File: config.mk
export PLATFORM = sky130hd
export DESIGN_NAME = md5_msg_pad
export DESIGN_NICKNAME = d
export VERILOG_FILES = /design/src/rtl/md5_msg_pad.sv
export SDC_FILE = /design/constraint.sdc
export NUM_CORES = 2
export LEC_CHECK = 0
export ABC_CLOCK_PERIOD_IN_PS = 19980
export BUFFER_PORTS_ARGS = -buffer_cell sky130_fd_sc_hd__clkbuf_2
export CAP_MARGIN = 20
export CORE_ASPECT_RATIO = 0.9
export CORE_MARGIN = 2
export CORE_UTILIZATION = 50
export DETAILED_ROUTE_END_ITERATION = 16
export PLACE_DENSITY = 0.87
export SLEW_MARGIN = 20
export SYNTH_ARGS = -nofsm -noshare
export SYNTH_HDL_FRONTEND = slang
export SYNTH_SLANG_ARGS = --single-unit
File: constraint.sdc
create_clock -name clk_i -period 19.98 [get_ports clk_i]
set_clock_uncertainty 0.2 [all_clocks]
set_input_delay 2.997 -clock clk_i [delete_from_list [all_inputs] [get_ports clk_i]]
set_output_delay 2.997 -clock clk_i [all_outputs]
set_load 0.03 [all_outputs]
File: src/rtl/md5_msg_pad.sv
// MD5 message padder: packs a byte-granular 32-bit word stream into padded 512-bit blocks.
// Optional MD5_PAD_BSWAP_EN: input words arrive with the first byte in [31:24] and are byte-swapped on entry.
module md5_msg_pad #(
  parameter int LEN_W = 64
) (
  input  logic         clk_i,
  input  logic         rst_i,
  input  logic [31:0]  data_i,
  input  logic [2:0]   bytes_i,
  input  logic         last_i,
  input  logic         valid_i,
  output logic         ready_o,
  output logic [511:0] blk_o,
  output logic         blk_last_o,
  output logic         blk_valid_o,
  input  logic         blk_ready_i
);

  localparam logic [1:0] ST_RST   = 2'd0;
  localparam logic [1:0] ST_FILL  = 2'd1;
  localparam logic [1:0] ST_EMIT  = 2'd2;
  localparam logic [1:0] ST_EXTRA = 2'd3;

  logic [1:0]        state_q, state_d;
  logic [15:0][31:0] buf_q, buf_d;
  logic [3:0]        idx_q, idx_d;
  logic [LEN_W-1:0]  len_q, len_d;
  logic              pad_pending_q, pad_pending_d;
  logic              extra_q, extra_d;
  logic              blk_last_q, blk_last_d;

  logic [31:0]       word_in;
  logic [2:0]        bytes_eff;
  logic              full_beat;
  logic [LEN_W-1:0]  len_sum;
  logic [63:0]       len_sum64;
  logic [63:0]       len_cur64;
  logic [3:0]        idx_nx;
  logic [4:0]        pad_idx;

  function automatic logic [63:0] ext64(input logic [LEN_W-1:0] v);
    ext64 = '0;
    ext64[LEN_W-1:0] = v;
  endfunction

  // Keep the low valid bytes of a final word and append the 0x80 marker right after them.
  function automatic logic [31:0] pad_word(input logic [31:0] d, input logic [2:0] b);
    case (b)
      3'd0:    pad_word = 32'h0000_0080;
      3'd1:    pad_word = {16'h0000, 8'h80, d[7:0]};
      3'd2:    pad_word = {8'h00, 8'h80, d[15:0]};
      3'd3:    pad_word = {8'h80, d[23:0]};
      default: pad_word = d;
    endcase
  endfunction

`ifdef MD5_PAD_BSWAP_EN
  assign word_in = {data_i[7:0], data_i[15:8], data_i[23:16], data_i[31:24]};
`else
  assign word_in = data_i;
`endif

  assign bytes_eff = bytes_i[2] ? 3'd4 : bytes_i;
  assign full_beat = bytes_i[2];
  assign len_sum   = len_q + LEN_W'({bytes_eff, 3'b000});
  assign len_sum64 = ext64(len_sum);
  assign len_cur64 = ext64(len_q);
  assign idx_nx    = idx_q + 4'd1;
  assign pad_idx   = {1'b0, idx_q} + {4'd0, full_beat};

  always_comb begin
    state_d       = state_q;
    buf_d         = buf_q;
    idx_d         = idx_q;
    len_d         = len_q;
    pad_pending_d = pad_pending_q;
    extra_d       = extra_q;
    blk_last_d    = blk_last_q;
    case (state_q)
      ST_RST: state_d = ST_FILL;
      ST_FILL: begin
        if (valid_i && last_i) begin
          buf_d[idx_q] = pad_word(word_in, bytes_eff);
          if (full_beat && idx_q != 4'd15) buf_d[idx_nx] = 32'h0000_0080;
          len_d   = len_sum;
          state_d = ST_EMIT;
          // Length fits in this block only if the marker landed at or before word 13.
          if (pad_idx <= 5'd13) begin
            buf_d[14]     = len_sum64[31:0];
            buf_d[15]     = len_sum64[63:32];
            blk_last_d    = 1'b1;
            extra_d       = 1'b0;
            pad_pending_d = 1'b0;
          end else begin
            blk_last_d    = 1'b0;
            extra_d       = 1'b1;
            pad_pending_d = (pad_idx == 5'd16);
          end
        end else if (valid_i && bytes_eff != 3'd0) begin
          buf_d[idx_q] = word_in;
          idx_d        = idx_nx;
          len_d        = len_sum;
          if (idx_q == 4'd15) begin
            state_d    = ST_EMIT;
            blk_last_d = 1'b0;
          end
        end
      end
      default: begin
        if (blk_ready_i) begin
          buf_d = '0;
          idx_d = 4'd0;
          if (state_q == ST_EMIT && extra_q) begin
            buf_d[0]      = pad_pending_q ? 32'h0000_0080 : 32'h0;
            buf_d[14]     = len_cur64[31:0];
            buf_d[15]     = len_cur64[63:32];
            blk_last_d    = 1'b1;
            extra_d       = 1'b0;
            pad_pending_d = 1'b0;
            state_d       = ST_EXTRA;
          end else begin
            if (blk_last_q) begin
              len_d         = '0;
              pad_pending_d = 1'b0;
            end
            blk_last_d = 1'b0;
            state_d    = ST_FILL;
          end
        end
      end
    endcase
  end

  always_ff @(posedge clk_i or posedge rst_i) begin
    if (rst_i) begin
      state_q       <= ST_RST;
      buf_q         <= '0;
      idx_q         <= 4'd0;
      len_q         <= '0;
      pad_pending_q <= 1'b0;
      extra_q       <= 1'b0;
      blk_last_q    <= 1'b0;
    end else begin
      state_q       <= state_d;
      buf_q         <= buf_d;
      idx_q         <= idx_d;
      len_q         <= len_d;
      pad_pending_q <= pad_pending_d;
      extra_q       <= extra_d;
      blk_last_q    <= blk_last_d;
    end
  end

  assign ready_o     = (state_q == ST_FILL);
  assign blk_valid_o = state_q[1];
  assign blk_last_o  = blk_last_q;
  assign blk_o       = buf_q;

endmodule

==> reports/metrics.yaml <==
power_frac_clock: 0.201
io_buffers: 554
crit_type: "in2reg"
num_vias: 29000
cts_tree: "yes"
async_flop_share: 1.00
via_per_inst: 7.13
hold_start: "blk_o[459]$_DFFE_PP0P_"
cts.clk_slew.worst_paths_ns: 0.07
drt_wl_total_um: 126000
cap_violations: 0
grt_overflow: 0
combPwrFrac: 0.483
hold_buffers: 0
route.detailed.drc: 0
synth_area_sq_um: 28100
grt_setup_unrepaired: "no"
cts_root_buffer: "clkbuf_16"
hp-class: "reg2reg"
final_util: 0.605
clock-sinks: 582
synthCells: 2895
pwr-share-seq: 0.315
avgSynthCellArea_sq_um: 9.72
status: "completed"
dp_hpwl_um: 81600
nets: 3316
critPathLaunchType: "input port"
grt_antenna_before_repair: 8
grt_pass1_vias: 27100
synth-compound-area-share: 0.332
first_pass_iters: 15
min_period_ns: 6.44
drive_gt1_frac: 0.230
slew_violations: 0
grt.total_usage: 0.422
dieArea_sq_um: 58200
synthSimpleGateAreaFrac: 0.0849
die_h_um: 229
reg2reg_depth: 9
r2r_setup_slack_ns: 15.64
n_fill_cell: 4591
power_density_nw_per_um2: 177
wire_per_inst_um: 31.0
cp-end-kind: "flip-flop"
synthXorXnorAreaFrac: 0.0153
synth.distinct_cells: 67
hold_violations: 0
net-switching-power_w: 0.00291
worstMarginPinSlew_ns: 1.25
period_share: 0.323
core.rowCount: 82
htreeDepth: 2
globalplace.congestion: 1.01
synthFlopType: "dfrtp_1"
synth.net_count: 2947
required_ns: 20.28
post_cts_buffers: 0
synth-adder-area-share: 0.00534
crit_arrival_ns: 6.74
startpoint: "bytes_i[2]"
synth_top_area_cell: "dfrtp_1"
initial_core_util: 0.506
ys_warn_count: 0
num_io_pins: 555
synthTopCellsByArea: "dfrtp_1 (52%), a22o_1 (14%), o21ai_0 (11%), clkbuf_1 (4.0%), nand2_1 (3.1%)"
power.internal_w: 0.00306
route.antenna.remaining_nets: 0
fp.dieW_um: 254
drtIter0Drc: 4999
setup_viol: 0
slew_headroom: 0.166
clockBufferDepth: 3
synth.area.mux_share: 0.00111
synthToLayoutAreaGrowth_pct: 19.6
synth_edf_count: 0
synth_top_family_by_area: "compound AO/OA/AOI/OAI gates"
fmax_ghz: 0.155
yosys_register_bits: 582
ir_worst_vdd_mv: 0.114
cts_inserted_buffers: 59
timing.rr.start: "idx_q[1]$_DFFE_PP0P_"
placeableCoreArea_sq_um: 55600
whs_path_depth: 2
swShare: 0.487
path_max_fanout: 28
grt_max_degree: 164
clkLatencyLatePin_ns: 0.65
synth.top_cell.area_share: 0.518
tns_ns: 0
seq_area_frac_synth: 0.518
grt_pass1_wl_um: 182000
power.leakage_nw: 15.8
cts_resized: 0
## power by group through the flow
stage	Clock, W	Sequential, W	Combinational [W]
floorplan	0	0.00256	0.00103
global placement	0	0.00187	0.00271
detailed placement	0	0.00188	0.00277
CTS	0.00119	0.00186	0.00278
global route	0.00124	0.00191	0.00298
finish	0.00120	0.00188	0.00289
## cells in the final DEF (no fill, tap or decap), types with 12 or more instances in the layout
cell type	instances
a32oi_1	16
buf_4	56
o22ai_1	14
o21ai_0	602
ha_1	12
a31oi_1	36
and2_1	15
clkbuf_8	13
a21oi_1	128
a22oi_1	13
a22o_1	446
dfrtp_1	582
nand3_1	41
o221ai_1	31
nor3_1	21
clkbuf_16	60
o31ai_1	21
nand2_1	230
clkbuf_2	554
xor2_1	12
inv_1	13
nor2_1	97
and3_1	34
xnor2_1	37
## cells in the mapped netlist (16+ instances only)
| master | number |
|---|---|
| o21ai_0 | 606 |
| dfrtp_1 | 582 |
| a22o_1 | 446 |
| clkbuf_1 | 299 |
| nand2_1 | 234 |
| a21oi_1 | 139 |
| nor2_1 | 97 |
| nand3_1 | 42 |
| xnor2_1 | 37 |
| a31oi_1 | 36 |
| and3_1 | 34 |
| o221ai_1 | 31 |
| nor3_1 | 22 |
| o31ai_1 | 21 |
| a32oi_1 | 16 |
| and2_1 | 16 |
## logic make-up (layout without fill, tap and decap cells)
| logic type | count (synthesis) | after routing |
|---|---|---|
| fa+ha+maj | 12 | 12 |
| flops | 582 | 582 |
| buf+inv | 324 | 736 |
| simple gates | 513 | 513 |
| xor+xnor | 49 | 49 |
| mux | 3 | 3 |
| compound gates | 1412 | 1412 |
| other cells | 0 | 5 |
## sequential cells by signal, indices dropped and copies added, names as in the netlist
register       count
blk_o            512
len_cur64         61
idx_q              4
state_q            2
blk_last_o         1
extra_q            1
pad_pending_q      1
## stage by stage
stage | cells | setup slack (ns) | power, W | area (sq um) | hold slack, ns
2_1_floorplan | 2895 | 0.498 | 0.00360 | 28100 | 0.275
3_3_place_gp | 3953 | 13.10 | 0.00458 | 31400 | 0.279
3_5_place_dp | 3953 | 13.01 | 0.00464 | 31400 | 0.283
4_1_cts | 4057 | 13.68 | 0.00583 | 33500 | 0.300
5_1_grt | 4065 | 13.43 | 0.00613 | 33700 | 0.313
6_report | 4068 | 13.54 | 0.00597 | 33700 | 0.297
## per-layer routing
layer | part of all wire | global-route usage | wire length, um | vias up
met2 | 0.41 | 0.587 | 51700 | 2944
li1 | - | - | - | 11600
met1 | 0.35 | 0.550 | 44000 | 13800
met3 | 0.16 | 0.163 | 20400 | 660
met5 | 0.00060 | 0.00420 | 76 | -
met4 | 0.078 | 0.265 | 9840 | 8
## final cells by class
cell class	count	area (sq um)	share of cell area
flip-flops and latches	582	14600	0.433
multi-input cells	1989	12600	0.375
repair buffers	618	3390	0.101
clock buffers	78	1700	0.0505
well taps	756	946	0.0281
clock inverters	26	383	0.0114
inverters	14	60.1	0.00178
diodes	5	12.5	0.000372
## worst max-delay path: stages
cell and delay (ns):
clkbuf_2 0.41, nor2b_1 0.32, xor2_1 0.18, ha_1 0.18, a21oi_1 0.13, a211o_2 0.40
or4_4 0.65, nor3_1 0.70, buf_4 0.30, and3_1 0.24, xnor2_1 0.12, o21ai_0 0.09
## final timing paths
| kind | endpoint |
|---|---|
| worst max-delay path | blk_o[489]$_DFFE_PP0P_ |
| worst min-delay path | blk_o[459]$_DFFE_PP0P_ |
| worst max register to register | blk_o[44]$_DFFE_PP0P_ |
| worst min register to register | blk_o[459]$_DFFE_PP0P_ |
| max in group asynchronous | blk_o[343]$_DFFE_PP0P_ |
| min in group asynchronous | blk_o[8]$_DFFE_PP0P_ |
Note: power is estimated with default switching activity, not from simulation.
